===== src/rtl/alu_arbiter.sv =====
// alu_arbiter
// Shares one external ALU between two requesters. The block arbitrates
// round-robin in IDLE, holds the winner's operands on the ALU inputs for one
// EXEC cycle, captures the ALU result, and pulses the winner's done in RESP.
// One operation takes 3 cycles: grant edge, capture edge, return to IDLE.
//
// Ports:
//   clk, reset           rising-edge clock, synchronous active-high reset
//   req0/1, ctl0/1       request and 4-bit ALU control code per requester
//   a0, b0, a1, b1       32-bit operands per requester
//   gnt0/1               combinational grant; operands latched on this edge
//   done0/1              one-cycle result-valid pulse to the winner
//   res, zero, err       captured result, res==0 flag, illegal-code flag
//   busy                 state is not IDLE
//   alu_ctl/a/b          drive the shared ALU
//   alu_out, alu_zero    ALU result; alu_zero is ignored, zero comes from res
module alu_arbiter (
    input  logic        clk,
    input  logic        reset,
    input  logic        req0,
    input  logic        req1,
    input  logic [3:0]  ctl0,
    input  logic [3:0]  ctl1,
    input  logic [31:0] a0,
    input  logic [31:0] b0,
    input  logic [31:0] a1,
    input  logic [31:0] b1,
    output logic        gnt0,
    output logic        gnt1,
    output logic        done0,
    output logic        done1,
    output logic [31:0] res,
    output logic        zero,
    output logic        err,
    output logic        busy,
    output logic [3:0]  alu_ctl,
    output logic [31:0] alu_a,
    output logic [31:0] alu_b,
    input  logic [31:0] alu_out,
    input  logic        alu_zero
);

    typedef enum logic [1:0] {
        IDLE = 2'd0,
        EXEC = 2'd1,
        RESP = 2'd2
    } state_t;

    state_t      state;
    logic        last_id;   // requester granted most recently
    logic        id_q;      // requester owning the in-flight operation
    logic [3:0]  ctl_q;
    logic [31:0] a_q;
    logic [31:0] b_q;
    logic        pick1;
    logic        legal;

    // The zero flag is derived from the captured result, so the ALU's own
    // flag is deliberately left unconnected.
    logic unused_alu_zero;
    assign unused_alu_zero = alu_zero;

    // Requester 1 wins when it is alone, or when both request and requester 0
    // was served last.
    assign pick1 = req1 && (!req0 || !last_id);

    // Reset masks the grant so a request in the reset cycle cannot be taken.
    assign gnt0 = (state == IDLE) && !reset && req0 && !pick1;
    assign gnt1 = (state == IDLE) && !reset && pick1;

    // Gating with reset suppresses the pulse of an operation being discarded.
    assign done0 = (state == RESP) && !id_q && !reset;
    assign done1 = (state == RESP) &&  id_q && !reset;
    assign busy  = (state != IDLE);

    assign alu_ctl = ctl_q;
    assign alu_a   = a_q;
    assign alu_b   = b_q;

    always_comb begin
        // NOTE: a default before the case keeps this purely combinational;
        // any path that leaves legal unassigned would infer a latch.
        legal = 1'b0;
        case (ctl_q)
            4'b0000, 4'b0001, 4'b0010,
            4'b0110, 4'b0111, 4'b1100: legal = 1'b1;
            default:                   legal = 1'b0;
        endcase
    end

    // NOTE: state registers use non-blocking assignments so every flop
    // samples the pre-edge values regardless of statement order.
    always_ff @(posedge clk) begin
        if (reset) begin
            state   <= IDLE;
            last_id <= 1'b1;   // pretend requester 1 went last: favours 0
            id_q    <= 1'b0;
            ctl_q   <= 4'b0000;
            a_q     <= '0;
            b_q     <= '0;
            res     <= '0;
            zero    <= 1'b0;
            err     <= 1'b0;
        end else begin
            case (state)
                IDLE: begin
                    if (gnt0 || gnt1) begin
                        state   <= EXEC;
                        id_q    <= gnt1;
                        last_id <= gnt1;
                        ctl_q   <= gnt1 ? ctl1 : ctl0;
                        a_q     <= gnt1 ? a1 : a0;
                        b_q     <= gnt1 ? b1 : b0;
                    end
                end
                EXEC: begin
                    state <= RESP;
                    if (legal) begin
                        res  <= alu_out;
                        zero <= (alu_out == 32'd0);
                        err  <= 1'b0;
                    end else begin
                        res  <= '0;
                        zero <= 1'b0;
                        err  <= 1'b1;
                    end
                end
                RESP:    state <= IDLE;
                default: state <= IDLE;
            endcase
        end
    end

endmodule


===== config.mk =====
export PLATFORM = sky130hd
export DESIGN_NAME = alu_arbiter
export DESIGN_NICKNAME = d
export VERILOG_FILES = /design/src/rtl/alu_arbiter.sv
export SDC_FILE = /design/constraint.sdc
export NUM_CORES = 1
export LEC_CHECK = 0
export CAP_MARGIN = 30
export CORE_MARGIN = 1
export CORE_UTILIZATION = 41
export CTS_CLUSTER_SIZE = 28
export DETAILED_ROUTE_END_ITERATION = 7
export PLACE_DENSITY = 0.87
export SETUP_SLACK_MARGIN = 0.4
export SYNTH_ARGS = -nofsm -noshare
export SYNTH_HDL_FRONTEND = slang
export SYNTH_SLANG_ARGS = --single-unit

===== constraint.sdc =====
create_clock -name clk -period 2.5 [get_ports clk]
set_input_delay 0.5 -clock clk [delete_from_list [all_inputs] [get_ports clk]]
set_output_delay 0.5 -clock clk [all_outputs]
set_load 0.1 [all_outputs]

==> results of run 1 <==
[Yosys cell counts, types with 2 or more instances]
cell type | instances | area, µm²
inv_1 | 67 | 251
o32ai_1 | 32 | 280
nand4_1 | 2 | 12.5
dfxtp_1 | 106 | 2120
a311oi_2 | 12 | 180
nand2b_1 | 4 | 25.0
or2_2 | 2 | 12.5
nor4_1 | 8 | 50.1
nand2_1 | 137 | 514
buf_2 | 2 | 10.0
clkbuf_1 | 47 | 176
a311oi_1 | 56 | 490
buf_6 | 8 | 90.1
nor3_1 | 69 | 345
[kinds of logic (layout without fill, tap and decap cells)]
group                     after synthesis  count (layout)  share of synthesized area, %
DFF                                   106             106                          45.1
and+or+nand+nor                       232             232                          22.1
buffers and inverters                 124             375                          11.2
xor gates and xnor gates                1               1                         0.186
AOI/OAI and AO/OA                     107             107                          21.5
[worst max-delay path, stage by stage, from the launching register on]
cell and delay, ns:
dfxtp_4 0.34, or3_4 0.38, or2_4 0.25, clkinvlp_4 0.09
buf_12 0.17
[registers in the layout (all words and copies together) (netlist names)]
name	count
alu_a	32
alu_b	32
alu_ctl	4
err	1
id_q	1
last_id	1
res	32
state	2
zero	1
[metrics by stage]
| stage | power (mW) | instance area [µm²] | hold slack [ns] | setup slack [ns] | util, % |
|---|---|---|---|---|---|
| floorplan | 3.39 | 4740 | 0.437 | 0.311 | - |
| detailed placement | 4.03 | 7330 | 0.448 | 0.0526 | 66.5 |
| CTS | 5.57 | 7690 | 0.459 | 0.400 | 69.7 |
| global route | 5.75 | 7690 | 0.475 | 0.382 | 69.7 |
| finish | 5.55 | 7690 | 0.458 | 0.428 | 69.7 |
| global placement | 3.99 | 7330 | 0.443 | 0.192 | 66.5 |
[path summary, 6_finish.rpt]
| kind | startpoint | to | slack [ns] | cells past startpoint |
|---|---|---|---|---|
| min | res[1] | res[1] | 0.46 | 2 |
| max reg2reg | state[0] | alu_b[8] | 0.61 | 5 |
| min reg2reg | res[1] | res[1] | 0.46 | 2 |
| max | state[0] | gnt1 | 0.43 | 4 |
[area by class of cell]
cell class | instances | area (µm²)
Fill cell | 833 | 3340
Timing Repair Buffer | 292 | 2690
Sequential cell | 106 | 2130
Multi-Input combinational cell | 340 | 2110
Clock buffer | 12 | 256
Inverter | 67 | 255
Tap cell | 140 | 175
Clock inverter | 4 | 73.8
[report_power, final]
group	internal, mW	total, mW	switching, mW
Clock	0.934	1.55	0.617
Sequential	1.84	1.92	0.0862
Combinational	0.593	2.08	1.49
[timing repair]
item,4_1_cts,5_1_grt
pin swaps,1,1
gates resized for setup,9,0
setup buffers,2,0
setup endpoints to repair,2,1
[per-layer routing]
metal  share of wire (%)  wire length (µm)
met4                 2.6               421
met1                  39              6370
met5                   0                 0
met2                  50              8110
met3                 8.6              1400
==> out/metrics.cfg, run 1 <==
[global_route]
antenna_found_initial=0
overflow=0
met3_usage_pct=6.69
grt_max_degree=71
gr-max-usage-layer=met2
grt_pass1_vias=5125
met1_usage_pct=31.0
grt_first_pass_wirelength_um=25100
grtUsageMet2_pct=46.6
grt_use_total_pct=26.7

[logic_synthesis]
synth-main-ff-cell=dfxtp_1
yosys_register_bits=106
async_flop_share_pct=0
yosysUniqueCellTypes=32
synth_area_um2=4710
syn_avg_cell_area_um2=8.26
yosysWarnings=0
synth-edff-count=0
yosysSeqAreaShare_pct=45.1
syn-num-nets=743
synthCells=570

[run]
maxCapViolations=0

[hold_path]
hold_class=reg -> reg

[layout]
areaGrowthSynthToFinish_pct=63.5
final_cell_mix=168 x clkdlybuf4s50_1, 137 x nand2_1, 114 x buf_4
fin_cells=961
n_antenna_cell=0
fin_nets=989
final_common_cell=clkdlybuf4s50_1
drive_gt1_share_pct=20.5

[placement]
portBuffers=278
gp_congestion=0.839
placed_cells=943
dpl.hpwl_um=11500

[sta]
rsz0062_at_grt=yes
setup_tns_ns=0
finalMaxSlewViolations=0
tightest_slew_ns=0.839
skew_ns=0.00974
hold_violations=0
slew_headroom_pct=44.1
period_needed_ns=2.07
setup_viol=0
period_share_pct=82.9
max_freq_ghz=0.483

[worst_setup_path]
worst_setup_path_end_kind=output pin
path_max_fanout=2
cp.arrival_ns=1.57
worstPathRequired_ns=2.00
startpoint_type=register
crit_type=reg -> out

[clock_network]
clkTransAtPathRegs_ns=0.07
h-tree-depth=3
clockBufferDepth=2
clkLatencyLatePin_ns=0.34
cts_tree=built
ctsHoldBuffers=0
numClockSinks=106
cts_made_buffers=9
cts_root_buf=clkbuf_16

[pwr]
ir_drop_uv=389
p_leak_nw=2.95
powerDensity_nw_per_um2=722

[route]
wl_um=16300
num_vias=5274
antenna_left=0
post_drt_wl_per_cell_um=17.0
first_pass_iters=5
drc_errors=0
drtIter0Drc=354
routed_via_density=5.49

[run_status]
status=complete, no violations

[die]
pin_count=280
core_area_um2=11000
die_x_um=109
initial_core_util_pct=42.7
rows=38
die_height_um=109
die_area_um2=11900

(Power assumes the default switching activity.)
==> run 2, diff against run 1 <==
Settings changed: CORE_UTILIZATION 41 to 34, PLACE_DENSITY 0.87 to 0.77.
Clock period 2.5 ns to 1.9 ns, I/O delays scaled along.
==> run 2 against run 1 <==
Against the previous run:
- the flow now finishes with violations (negative setup slack)
- utilization up 1.1 points
- sequential share of layout area is 5.1 points lower
- clock power rose by 15%
- register-to-register slack lost 0.62 ns
- largest cell class unchanged
- critical path type unchanged
- final area up 23%
- first-iteration DRC count decreased by 8.2%
- combinational power up 63%
- via count grew 7.8%
- cell count increased by 8.6%
- non-clock buffer count increased by 47
- clock-buffer cell count unchanged
- sequential power increased by 34%
==> out/metrics.cfg, run 2 (synthesized netlist as in run 1, its figures left out) <==
[die]
initial_core_util_pct=35.3
die_height_um=120
pin_count=280
die_x_um=120
core_area_um2=13300
rows=42
die_area_um2=14300

[global_route]
grt_max_degree=69
grt_first_pass_wirelength_um=25000
antenna_found_initial=0
grt_pass1_vias=4904
overflow=0
grt_use_total_pct=21.8

[sta]
hold_violations=0
setup_tns_ns=-0.119
setup_viol=3
period_needed_ns=1.97
tightest_slew_ns=0.803
finalMaxSlewViolations=0
max_freq_ghz=0.508
rsz0062_at_grt=yes
skew_ns=0.00688
fin_hold_ws_ns=0.464
timing.final.ws_setup_ns=-0.0675
slew_headroom_pct=46.5
period_share_pct=104

[worst_setup_path]
crit_type=reg -> out
worst_setup_path_end_kind=output pin
cp.arrival_ns=1.59
r2r_start=state[1]
worstPathRequired_ns=1.52
crit_buf_inv=2
startpoint=state[1]
r2r_setup_slack_ns=-0.01
crit_family=simple AND/OR/NAND/NOR gates
path_max_fanout=2
startpoint_type=register
cp_slowest_stage_delay_ns=0.38
cp.depth=4
reg2reg_depth=7
crit_slowest_cell=or3_4
path_cells=or3_4 -> or2_4 -> clkinvlp_4 -> buf_12

[run]
maxCapViolations=0

[clock_network]
clockBufferDepth=2
cts_made_buffers=9
cts_root_buf=clkbuf_16
numClockSinks=106
clkLatencyLatePin_ns=0.35
clkTransAtPathRegs_ns=0.07
h-tree-depth=3
ctsHoldBuffers=0
cts_tree=built

[placement]
dpl.hpwl_um=11300
gp_congestion=0.759
portBuffers=278
place_ws_ns=-0.347

[pwr]
p_int_mw=4.53
p_comb_share_pct=43.9
ir_drop_uv=547
clkPwrFrac_pct=23.0
seq_power_share_pct=33.2
power.switching_mw=3.22
powerDensity_nw_per_um2=819
p_leak_nw=3.71
swShare_pct=41.5

[route]
antenna_left=0
routed_via_density=5.44
num_vias=5683
post_drt_wl_per_cell_um=19.9
first_pass_iters=4
drtIter0Drc=325
wl_um=20800
drc_errors=0

[layout]
final-seq-area_um2=2140
fin_nets=1037
drive_gt1_share_pct=40.1
fillCellCount=977
final_common_cell=clkdlybuf4s50_1
n_antenna_cell=0
multi_input_area_um2=2980
final_cell_mix=168 x clkdlybuf4s50_1, 114 x buf_4, 100 x dfxtp_1
areaGrowthSynthToFinish_pct=101

[run_status]
violations=negative setup slack
status=complete, but fails checks

[hold_path]
hold_depth=2
hold_class=reg -> reg
hp-start=res[15]

-- run 2: final timing paths --
path	to
min	res[15]
max	gnt1
max reg2reg	alu_b[19]
min reg2reg	res[15]
-- run 2: metal layers --
layer / GRT usage [%] / wire [µm] / vias up
met2: 36.9 / 10800 / 282
met3: 5.51 / 1500 / 42
met1: 26.4 / 7940 / 2739
li1: - / - / 2620
met4: 8.67 / 531 / 0
met5: 0 / 0 / -
-- run 2: stage by stage --
stage               utilization, %  power (mW)  instance area (µm²)  instances
CTS                           60.1        7.19                 8020       1012
finish                        70.9        7.75                 9460       1044
floorplan                        -        4.49                 4840        570
detailed placement            57.2        5.40                 7630        991
global route                  70.9        7.97                 9460       1044
global placement              57.2        5.39                 7630        991
-- run 2: tightest hold or removal path, delay by kind of cell, from the launching register on --
kind,cells,cell delay [ns]
buffers and inverters,1,0.05
AO/OA/AOI/OAI,1,0.05
flip-flops,1,0.32
-- run 2: repair_timing --
action,4_1_cts,5_1_grt
cloned,0,22
pin swaps,5,94
buffers inserted,6,10
gates resized for setup,20,201
endpoints found under the setup margin,79,108
-- run 2: cell type report --
class | instances | area share, %
clock buffers | 12 | 2.71
well taps | 176 | 2.33
flip-flops and latches | 106 | 22.6
multi-input cells | 341 | 31.5
repair buffers | 339 | 38.0
inverters | 67 | 2.70
clock inverters | 3 | 0.159
-- run 2: power groups by stage --
stage	Clock [mW]	Combinational, mW	Sequential [mW]
6_report	1.78	3.40	2.57
5_1_grt	1.88	3.51	2.59
4_1_cts	1.80	2.86	2.53
3_5_place_dp	0	2.83	2.58
3_3_place_gp	0	2.81	2.58
2_1_floorplan	0	0.620	3.87
